`src/rtl/adc_serial_emulator.sv`:
```
// Serial ADC responder: answers a chip_select/ADC_clk reader with 4 zeros + 12 data bits
// per channel. Define ADC_EMU_RAMP_EN to replace the sample inputs with an internal ramp.
`timescale 1ns/1ps

module adc_serial_emulator (
   input  logic        fpga_clk,
   input  logic        reset,
   input  logic        ADC_clk,
   input  logic        chip_select,
   output logic        serial_data1,
   output logic        serial_data2,
   input  logic [11:0] sample1,
   input  logic [11:0] sample2,
   input  logic        sample_valid,
   output logic        frame_done,
   output logic [15:0] frame_count,
   output logic [1:0]  fsm_state
);

   typedef enum logic [1:0] {
      IDLE = 2'd0,
      LEAD = 2'd1,
      DATA = 2'd2,
      DONE = 2'd3
   } state_t;

   state_t      state;
   logic        adc_meta, adc_sync, adc_prev;
   logic        cs_meta, cs_sync, cs_prev;
   logic        adc_fall, cs_fall, cs_rise;
   logic [11:0] hold1, hold2;
   logic [11:0] load1, load2;
   logic [11:0] shift1, shift2;
   logic [3:0]  bit_cnt;

   // Two-flop synchronizers plus one history flop for edge detection; chip_select idles high.
   always_ff @(posedge fpga_clk or negedge reset) begin
      if (!reset) begin
         adc_meta <= 1'b0;
         adc_sync <= 1'b0;
         adc_prev <= 1'b0;
         cs_meta  <= 1'b1;
         cs_sync  <= 1'b1;
         cs_prev  <= 1'b1;
      end else begin
         adc_meta <= ADC_clk;
         adc_sync <= adc_meta;
         adc_prev <= adc_sync;
         cs_meta  <= chip_select;
         cs_sync  <= cs_meta;
         cs_prev  <= cs_sync;
      end
   end

   assign adc_fall = adc_prev & ~adc_sync;
   assign cs_fall  = cs_prev & ~cs_sync;
   assign cs_rise  = ~cs_prev & cs_sync;

`ifdef ADC_EMU_RAMP_EN
   logic [11:0] ramp;
   logic        unused_inputs;

   assign unused_inputs = ^{sample1, sample2, sample_valid};

   always_ff @(posedge fpga_clk or negedge reset) begin
      if (!reset) begin
         ramp <= 12'd0;
      end else if (frame_done) begin
         ramp <= ramp + 12'd1;
      end
   end

   assign hold1 = ramp;
   assign hold2 = 12'hFFF - ramp;
   assign load1 = hold1;
   assign load2 = hold2;
`else
   always_ff @(posedge fpga_clk or negedge reset) begin
      if (!reset) begin
         hold1 <= 12'd0;
         hold2 <= 12'd0;
      end else if (sample_valid) begin
         hold1 <= sample1;
         hold2 <= sample2;
      end
   end

   // A sample arriving with the frame start goes straight into the shifters.
   assign load1 = sample_valid ? sample1 : hold1;
   assign load2 = sample_valid ? sample2 : hold2;
`endif

   always_ff @(posedge fpga_clk or negedge reset) begin
      if (!reset) begin
         state        <= IDLE;
         shift1       <= 12'd0;
         shift2       <= 12'd0;
         bit_cnt      <= 4'd0;
         serial_data1 <= 1'b0;
         serial_data2 <= 1'b0;
         frame_done   <= 1'b0;
         frame_count  <= 16'd0;
      end else begin
         frame_done <= 1'b0;
         case (state)
            IDLE: begin
               serial_data1 <= 1'b0;
               serial_data2 <= 1'b0;
               if (cs_fall) begin
                  shift1  <= load1;
                  shift2  <= load2;
                  bit_cnt <= 4'd0;
                  state   <= LEAD;
               end
            end
            LEAD: begin
               if (cs_rise) begin
                  state        <= IDLE;
                  serial_data1 <= 1'b0;
                  serial_data2 <= 1'b0;
               end else if (adc_fall) begin
                  bit_cnt <= bit_cnt + 4'd1;
                  if (bit_cnt == 4'd3) begin
                     state        <= DATA;
                     serial_data1 <= shift1[11];
                     serial_data2 <= shift2[11];
                     shift1       <= {shift1[10:0], 1'b0};
                     shift2       <= {shift2[10:0], 1'b0};
                  end else begin
                     serial_data1 <= 1'b0;
                     serial_data2 <= 1'b0;
                  end
               end
            end
            DATA: begin
               if (cs_rise) begin
                  state        <= IDLE;
                  serial_data1 <= 1'b0;
                  serial_data2 <= 1'b0;
               end else if (adc_fall) begin
                  bit_cnt <= bit_cnt + 4'd1;
                  // The 16th fall closes the frame; bits 1..15 were driven by falls 1..15.
                  if (bit_cnt == 4'd15) begin
                     state        <= DONE;
                     serial_data1 <= 1'b0;
                     serial_data2 <= 1'b0;
                     frame_done   <= 1'b1;
                     frame_count  <= frame_count + 16'd1;
                  end else begin
                     serial_data1 <= shift1[11];
                     serial_data2 <= shift2[11];
                     shift1       <= {shift1[10:0], 1'b0};
                     shift2       <= {shift2[10:0], 1'b0};
                  end
               end
            end
            DONE: begin
               serial_data1 <= 1'b0;
               serial_data2 <= 1'b0;
               if (cs_rise) begin
                  state <= IDLE;
               end
            end
            default: begin
               state        <= IDLE;
               serial_data1 <= 1'b0;
               serial_data2 <= 1'b0;
            end
         endcase
      end
   end

   assign fsm_state = state;

endmodule
```
`config.mk`:
```
export PLATFORM = sky130hd
export DESIGN_NAME = adc_serial_emulator
export DESIGN_NICKNAME = d
export VERILOG_FILES = /design/src/rtl/adc_serial_emulator.sv
export SDC_FILE = /design/constraint.sdc
export NUM_CORES = 1
export LEC_CHECK = 0
export ABC_AREA = 0
export CAP_MARGIN = 20
export CORE_ASPECT_RATIO = 1.1
export CORE_UTILIZATION = 50
export DETAILED_ROUTE_END_ITERATION = 8
export PLACE_DENSITY_LB_ADDON = 0.05
export SETUP_SLACK_MARGIN = 0.1
export SYNTH_ARGS = -nofsm -noshare
export SYNTH_HDL_FRONTEND = slang
export SYNTH_SLANG_ARGS = --single-unit
```
`constraint.sdc`:
```
create_clock -name fpga_clk -period 4.85 [get_ports fpga_clk]
set_input_delay 0.7275 -clock fpga_clk [delete_from_list [all_inputs] [get_ports fpga_clk]]
set_output_delay 0.7275 -clock fpga_clk [all_outputs]
set_load 0.005 [all_outputs]
```
# Word level (Yosys, flattened, before mapping)
# Index checks and enable logic that the tools add are counted.
dict set report word_totals {
  word_cells 103
  output_inout_bits 21
  ff_bits 79
  input_bits 29
}
dict set report op_classes {
  eq_ne 19
  addsub 2
  bitwise_logic 7
  n_reduce_logical 10
  mux 49
}
# cell count
set op_table {}
lappend op_table {{12-bit 2-to-1 mux} 16}
lappend op_table {{12-bit one-hot mux with 3 select lines} 2}
lappend op_table {{2-bit inequality test, second input constant} 9}
lappend op_table {{16-bit by 1-bit adder with 16-bit output, second input constant} 1}
lappend op_table {{1-bit 2-to-1 mux} 16}
lappend op_table {{2-bit 2-to-1 mux} 8}
lappend op_table {{4-bit 2-to-1 mux} 3}
lappend op_table {{3-bit inequality test, second input constant} 4}
lappend op_table {{2-bit one-hot mux with 4 select lines} 1}
lappend op_table {{4-bit one-hot mux with 2 select lines} 1}
lappend op_table {{4-bit AND reduction} 2}
lappend op_table {{8-bit AND reduction} 1}
lappend op_table {{1-bit one-hot mux with 3 select lines} 2}
lappend op_table {{6-bit AND reduction} 1}
lappend op_table {{4-bit by 1-bit adder with 4-bit output, second input constant} 1}
lappend op_table {{2-bit equality test, second input constant} 2}
lappend op_table {{4-bit by 2-bit equality test with 1-bit output, second input constant} 1}
lappend op_table {{4-bit equality test, second input constant} 1}
lappend op_table {{1-bit NOT} 4}
lappend op_table {{2-bit OR reduction} 2}
lappend op_table {{1-bit bitwise AND} 3}
lappend op_table {{3-bit nonzero test} 1}
lappend op_table {{2-bit by 1-bit equality test with 1-bit output, second input constant} 1}
lappend op_table {{2-bit logical NOT} 1}
lappend op_table {{3 further kinds} 3}

# Depth between registers and ports, before layout
dict set report logic_depth {
  word_depth 5
  ltp_mapped 8
  ltp_nobuf 7
}

# Worst setup path before layout
# No wires, ideal clock.
dict set report synth_timing {
  path_type {input port to flip-flop}
  start {in sample_valid}
  end {reg shift1[1]}
  arrival_time_ps 1844
  setup_slack_ps 2880
  required_time_ps 4725
  path_buffers 2
  path_stages 5
  setup_time_ps 125
  cell_sequence {clkbuf_1 > clkbuf_1 > mux2_2 > mux2i_1 > o21ai_1}
}
dict set report synth_via {
  elab_chain_len 3
}
# element line_no
set synth_rtl {}
lappend synth_rtl {{start: declaration} 14} ;# input logic sample_valid,
lappend synth_rtl {{12-bit 2-to-1 mux} n/a}
lappend synth_rtl {{named net load1[1]} 32} ;# logic [11:0] load1, load2;
lappend synth_rtl {{12-bit 2-to-1 mux} 109} ;# if (cs_fall) begin
lappend synth_rtl {{12-bit one-hot mux with 3 select lines} 105} ;# case (state)
lappend synth_rtl {{end signal: assignment} 110} ;# shift1 <= load1;
lappend synth_rtl {{end signal: assignment} 127} ;# shift1 <= {shift1[10:0], 1'b0};
lappend synth_rtl {{end signal: assignment} 152} ;# shift1 <= {shift1[10:0], 1'b0};
lappend synth_rtl {{end: declaration} 33} ;# logic [11:0] shift1, shift2;
# The timed path passes the listed nets, and every way through them passes these cells. The select of a mux whose other input is x is not followed.
# A chain may end at the register's enable or synchronous reset.

# Worst setup path after layout
dict set report layout_timing {
  start {reg cs_sync}
  end {reg shift1[11]}
}
dict set report layout_via {
  elab_chain_len 4
  elab_cells_between_ends 7
  cone_classes {eq/ne: 3; bitwise: 3; reduce/logical: 1}
}
# element line_no
set layout_rtl {}
lappend layout_rtl {{start: declaration} 29} ;# logic cs_meta, cs_sync, cs_prev;
lappend layout_rtl {{start signal: assignment} 50} ;# cs_sync <= cs_meta;
lappend layout_rtl {{1-bit NOT} 56} ;# assign cs_fall = cs_prev & ~cs_sync;
lappend layout_rtl {{1-bit bitwise AND} 56}
lappend layout_rtl {{2-bit inequality test (no source line)} n/a}
lappend layout_rtl {{8-bit AND reduction (no source line) (*)} n/a}
# Mark *: on every way between the ends. The rest lies on a longest branch, timed or not.

==> results.md <==
- The number of synthesized register bits is between 70 and 80.
- The number of enable flip-flop cells after synthesis is 0.
- The critical path launch point type is a flop.
- The total net switching power is about 730 uW.
- The clock drives 79 sinks.
- In the routed design, unresolved DRC markers number 0.
- Yosys attributes the largest share of cell area to dfrtp_1 54%, mux2_2 8.3%, mux2i_1 7.4%, o21ai_0 4.0%, xnor2_1 3.2%.
- The H-tree was split into 3 levels.
- The number of setup buffers added after CTS is 0.
- The final net count is 380.
- For the worst-skew pair, the clock arrives at the later sink with an insertion delay of 340 ps.
- The chip width is about 80 um.
- TritonCTS built the clock tree.
- The detailed-router iteration count before antenna repair is 5.
- The most frequently used flop master after synthesis is dfrtp_1.
- Global routing finished with a remaining overflow of 0.
- Across all layers, the routed design uses about 2300 vias.
- The kind of path behind the tightest hold check is in2async.
- Measured along the y axis, the die boundary spans about 90 um.
- Headroom to the max-slew limit came out at between 30% and 40%.
- Yosys instantiated no cell more often than dfrtp_1.
- The net count after synthesis is 330.
- The multi-input combinational cells in the finished layout cover a total of between 1000 and 1500 um^2.
- After layout, the worst path uses 53.79% of the clock period.
- Dividing total power by cell area gives a power density of between 400 and 500 nW/um^2.
- Global routing used around 27% of the available met1 tracks.
- The proportion of register bits with asynchronous set or reset after synthesis is between 90% and 100%.
- For the pin with the worst max-slew slack, the measured transition is about 920 ps.
- The average cell area after synthesis is around 12 um^2.
- The area inside the core boundary is 6671 um^2.
- The synthesized netlist contains 37 unique library cells.
- The critical path is of the reg2reg type.
- The die outline area is 7372 um^2.
- The placed wire-length estimate after detailed placement is between 4000 and 5000 um.
- In the routed layout, each cell is associated on average with a via count of between 5 and 6.
- The cell count after synthesis came out at ~300.
- Based on the critical path, the design can be clocked at up to ~380 MHz.
- The effective utilization at floorplan is 52.70%.
- The number of gates resized after cts is 0.
- Summing all flip-flop and latch instances after layout gives 1981 um^2.
- Of the cells placed in the final design, the portion with a size suffix greater than 1 is about 15%.
- The clock network is responsible for 21.9% of the overall power.
- The highest-delay cell along the critical path is or2_1.
- The number of antenna diodes in the final layout is 0.
- By count the netlist is led by 76 x dfrtp_1, 28 x o21ai_0, 26 x mux2_2, 26 x mux2i_1, 22 x o21ai_1.
- The clock buffer count from CTS is 9.
- The combinational share of power is 36.1%.
- The cell internal power dissipation is about 1.4 mW.
- The count of final max-slew check failures came to 0.
- Across the VDD grid, the largest voltage drop is 0.2668 mV.
- Buffers placed on the I/O ports in this run total 49.
- The count of final setup violators is 0.
- The biggest area contributor in the post-synthesis netlist is dfrtp_1.
- The Yosys warning count is 0.
- The area share of the largest cell type after synthesis is a little over half.
- Setup repair after global routing left no endpoint under its margin.
- The flow ran to the end, and the final reports show no timing, DRC or antenna violations.
- For this design the top-level I/O count stands at 50.
- In this run, flip-flops and latches consume between 40% and 50% of the power.
- The largest net degree at the start of global routing is 80.
- The starting DRC count in detailed routing is about 110.
- The static leakage is 1.864 nW.
- The detailed-route wire length is ~6500 um.
- Counting the fill cells in the layout gives 549.
- The post-cts hold buffer count is 0.
- The sequential cell area fraction in the yosys report is roughly 56%.
- The mapped netlist covers 3516 um^2.
- The peak fanout along the critical path is 24.
- The remaining antenna violation count is 0.
- Clock tree synthesis selected as its root buffer the cell clkbuf_8.
- The average routed wire per standard cell is roughly 15 um.
- Relative to the synthesized area, the layout overhead comes to 21.17%.
- Counting along the longest clock path gives a buffer depth of 2.
- The clock slew at the register clock pins of the worst setup and hold paths is around 80 ps.
- The endpoint required time on the critical path is between 5000 and 6000 ps.
- The initial antenna violation count is 0.
- The kind of end point of the critical path is a flop.
- The smallest clock period supported by the final layout is computed as approximately 2600 ps.
- The highest cell delay on the worst timing path is between 700 and 800 ps.
- The number of maximum-capacitance constraint violations is 0.
- The global routing usage on met2 is 30.79%.
- The last weighted congestion value of the routability-driven placer is 0.7770.
- The routing layer with the top usage in global route is met2.
- The data arrival time at the worst-slack endpoint is around 2900 ps.
- The row count is 31.
- The clock arrives with between 8 and 9 ps of skew.
- The total negative slack for setup checks is 0 ps.
- The number of hold violations in the final report is 0.
- Traced cell by cell, the critical path runs through nor2b_1, nor2_1, a22oi_1, buf_4, or2_1, mux2i_1.
- For this run, global-route usage on met3 was measured as between 3 and 4%.
- Of the total power, the share spent switching nets is between 30% and 40%.
- The number of global-route vias before repair was between 2000 and 2500.
- Across every metal layer, demand over resource in global routing totals between 10% and 20%.
- The final core utilization is 63.86%.
- The global-route wire length before repair is about 11000 um.
## worst max-delay path: cells and delay by family, from the launching register on
kind / cells / cell delay [ps]
compound gates: 1 / 240
buf+inv: 1 / 290
flops: 1 / 560
mux: 1 / 260
simple gates: 3 / 1190
## stage by stage
step	total power [mW]	area, um^2	hold slack [ps]	setup WS (ps)	cells
after floorplan	1.500	3516	331.2	2880	294
after global routing	2.254	4260	254.6	1950	430
after global placement	1.630	4026	331.4	2002	413
final	2.095	4260	253.6	2241	430
after detailed placement	1.651	4054	350.4	2254	414
after CTS	2.119	4233	362.1	2214	429
## sequential cells by signal (all words and copies together), names as in the netlist, 2 cells and up
register and flops:
hold2 12, frame_count 16, hold1 12, fsm_state 2, shift1 12, bit_cnt 4
shift2 12
## power by group through the flow
stage | Combinational [mW] | Sequential [mW] | Clock [mW]
after floorplan | 0.634 | 0.866 | 0
after global placement | 0.741 | 0.890 | 0
after detailed placement | 0.758 | 0.892 | 0
after CTS | 0.763 | 0.881 | 0.475
after global routing | 0.855 | 0.900 | 0.499
final | 0.756 | 0.880 | 0.459
## routing by layer
metal  vias up  part of all wire, %  routed length [um]
met4         0                  1.7                 112
met5         -                    0                   0
met1      1136                   47                3032
met3        11                  2.9                 187
li1       1132                    -                   -
met2        43                   49                3147
## area by class of cell
class	count	share of cell area, %
flip-flops and latches	79	46.49
repair buffers	52	12.92
inverters	7	0.6167
clock inverters	4	1.116
clock buffers	11	3.084
multi-input cells	195	33.36
well taps	82	2.408
## final timing paths
check	startpoint	end	slack [ps]	cells past startpoint
setup / recovery	cs_sync$_DFF_PN1_	shift1[11]$_DFFE_PN0P_	2240	6
setup reg to reg	cs_sync$_DFF_PN1_	shift1[11]$_DFFE_PN0P_	2240	6
min in group fpga_clk	cs_meta$_DFF_PN1_	cs_sync$_DFF_PN1_	360	0
hold / removal	reset	fsm_state[1]$_DFFE_PN0P_	250	1
hold reg to reg	cs_meta$_DFF_PN1_	cs_sync$_DFF_PN1_	360	0
max in group asynchronous	reset	cs_meta$_DFF_PN1_	4000	2
## cell families (layout without fill, tap and decap cells)
logic type	after synthesis	after routing	share of synthesized area [%]
AO/OA/AOI/OAI	65	65	10.04
multiplexers	52	52	15.73
buffers and inverters	20	74	3.238
adder cells (fa/ha/maj)	7	7	2.491
flip-flops	79	79	56.33
AND/OR/NAND/NOR	56	56	8.434
XOR/XNOR	15	15	3.737
## placed cells by master, fill, tap and decap left out, types with 3 or more instances in the layout
cell	Yosys	final
o21ai_1	22	22
nor3_1	4	4
mux2_2	26	26
nand3_1	5	5
nand2b_1	3	3
xnor2_1	13	13
dfstp_2	3	3
inv_1	6	6
dfrtp_1	76	76
clkbuf_8	0	9
nand2_1	15	15
a21oi_1	7	7
and3_1	3	3
clkdlybuf4s50_1	0	48
ha_1	7	7
mux2i_1	26	26
nand4_1	10	10
o21ai_0	28	28
nor2_1	8	8
(Power assumes the default switching activity.)
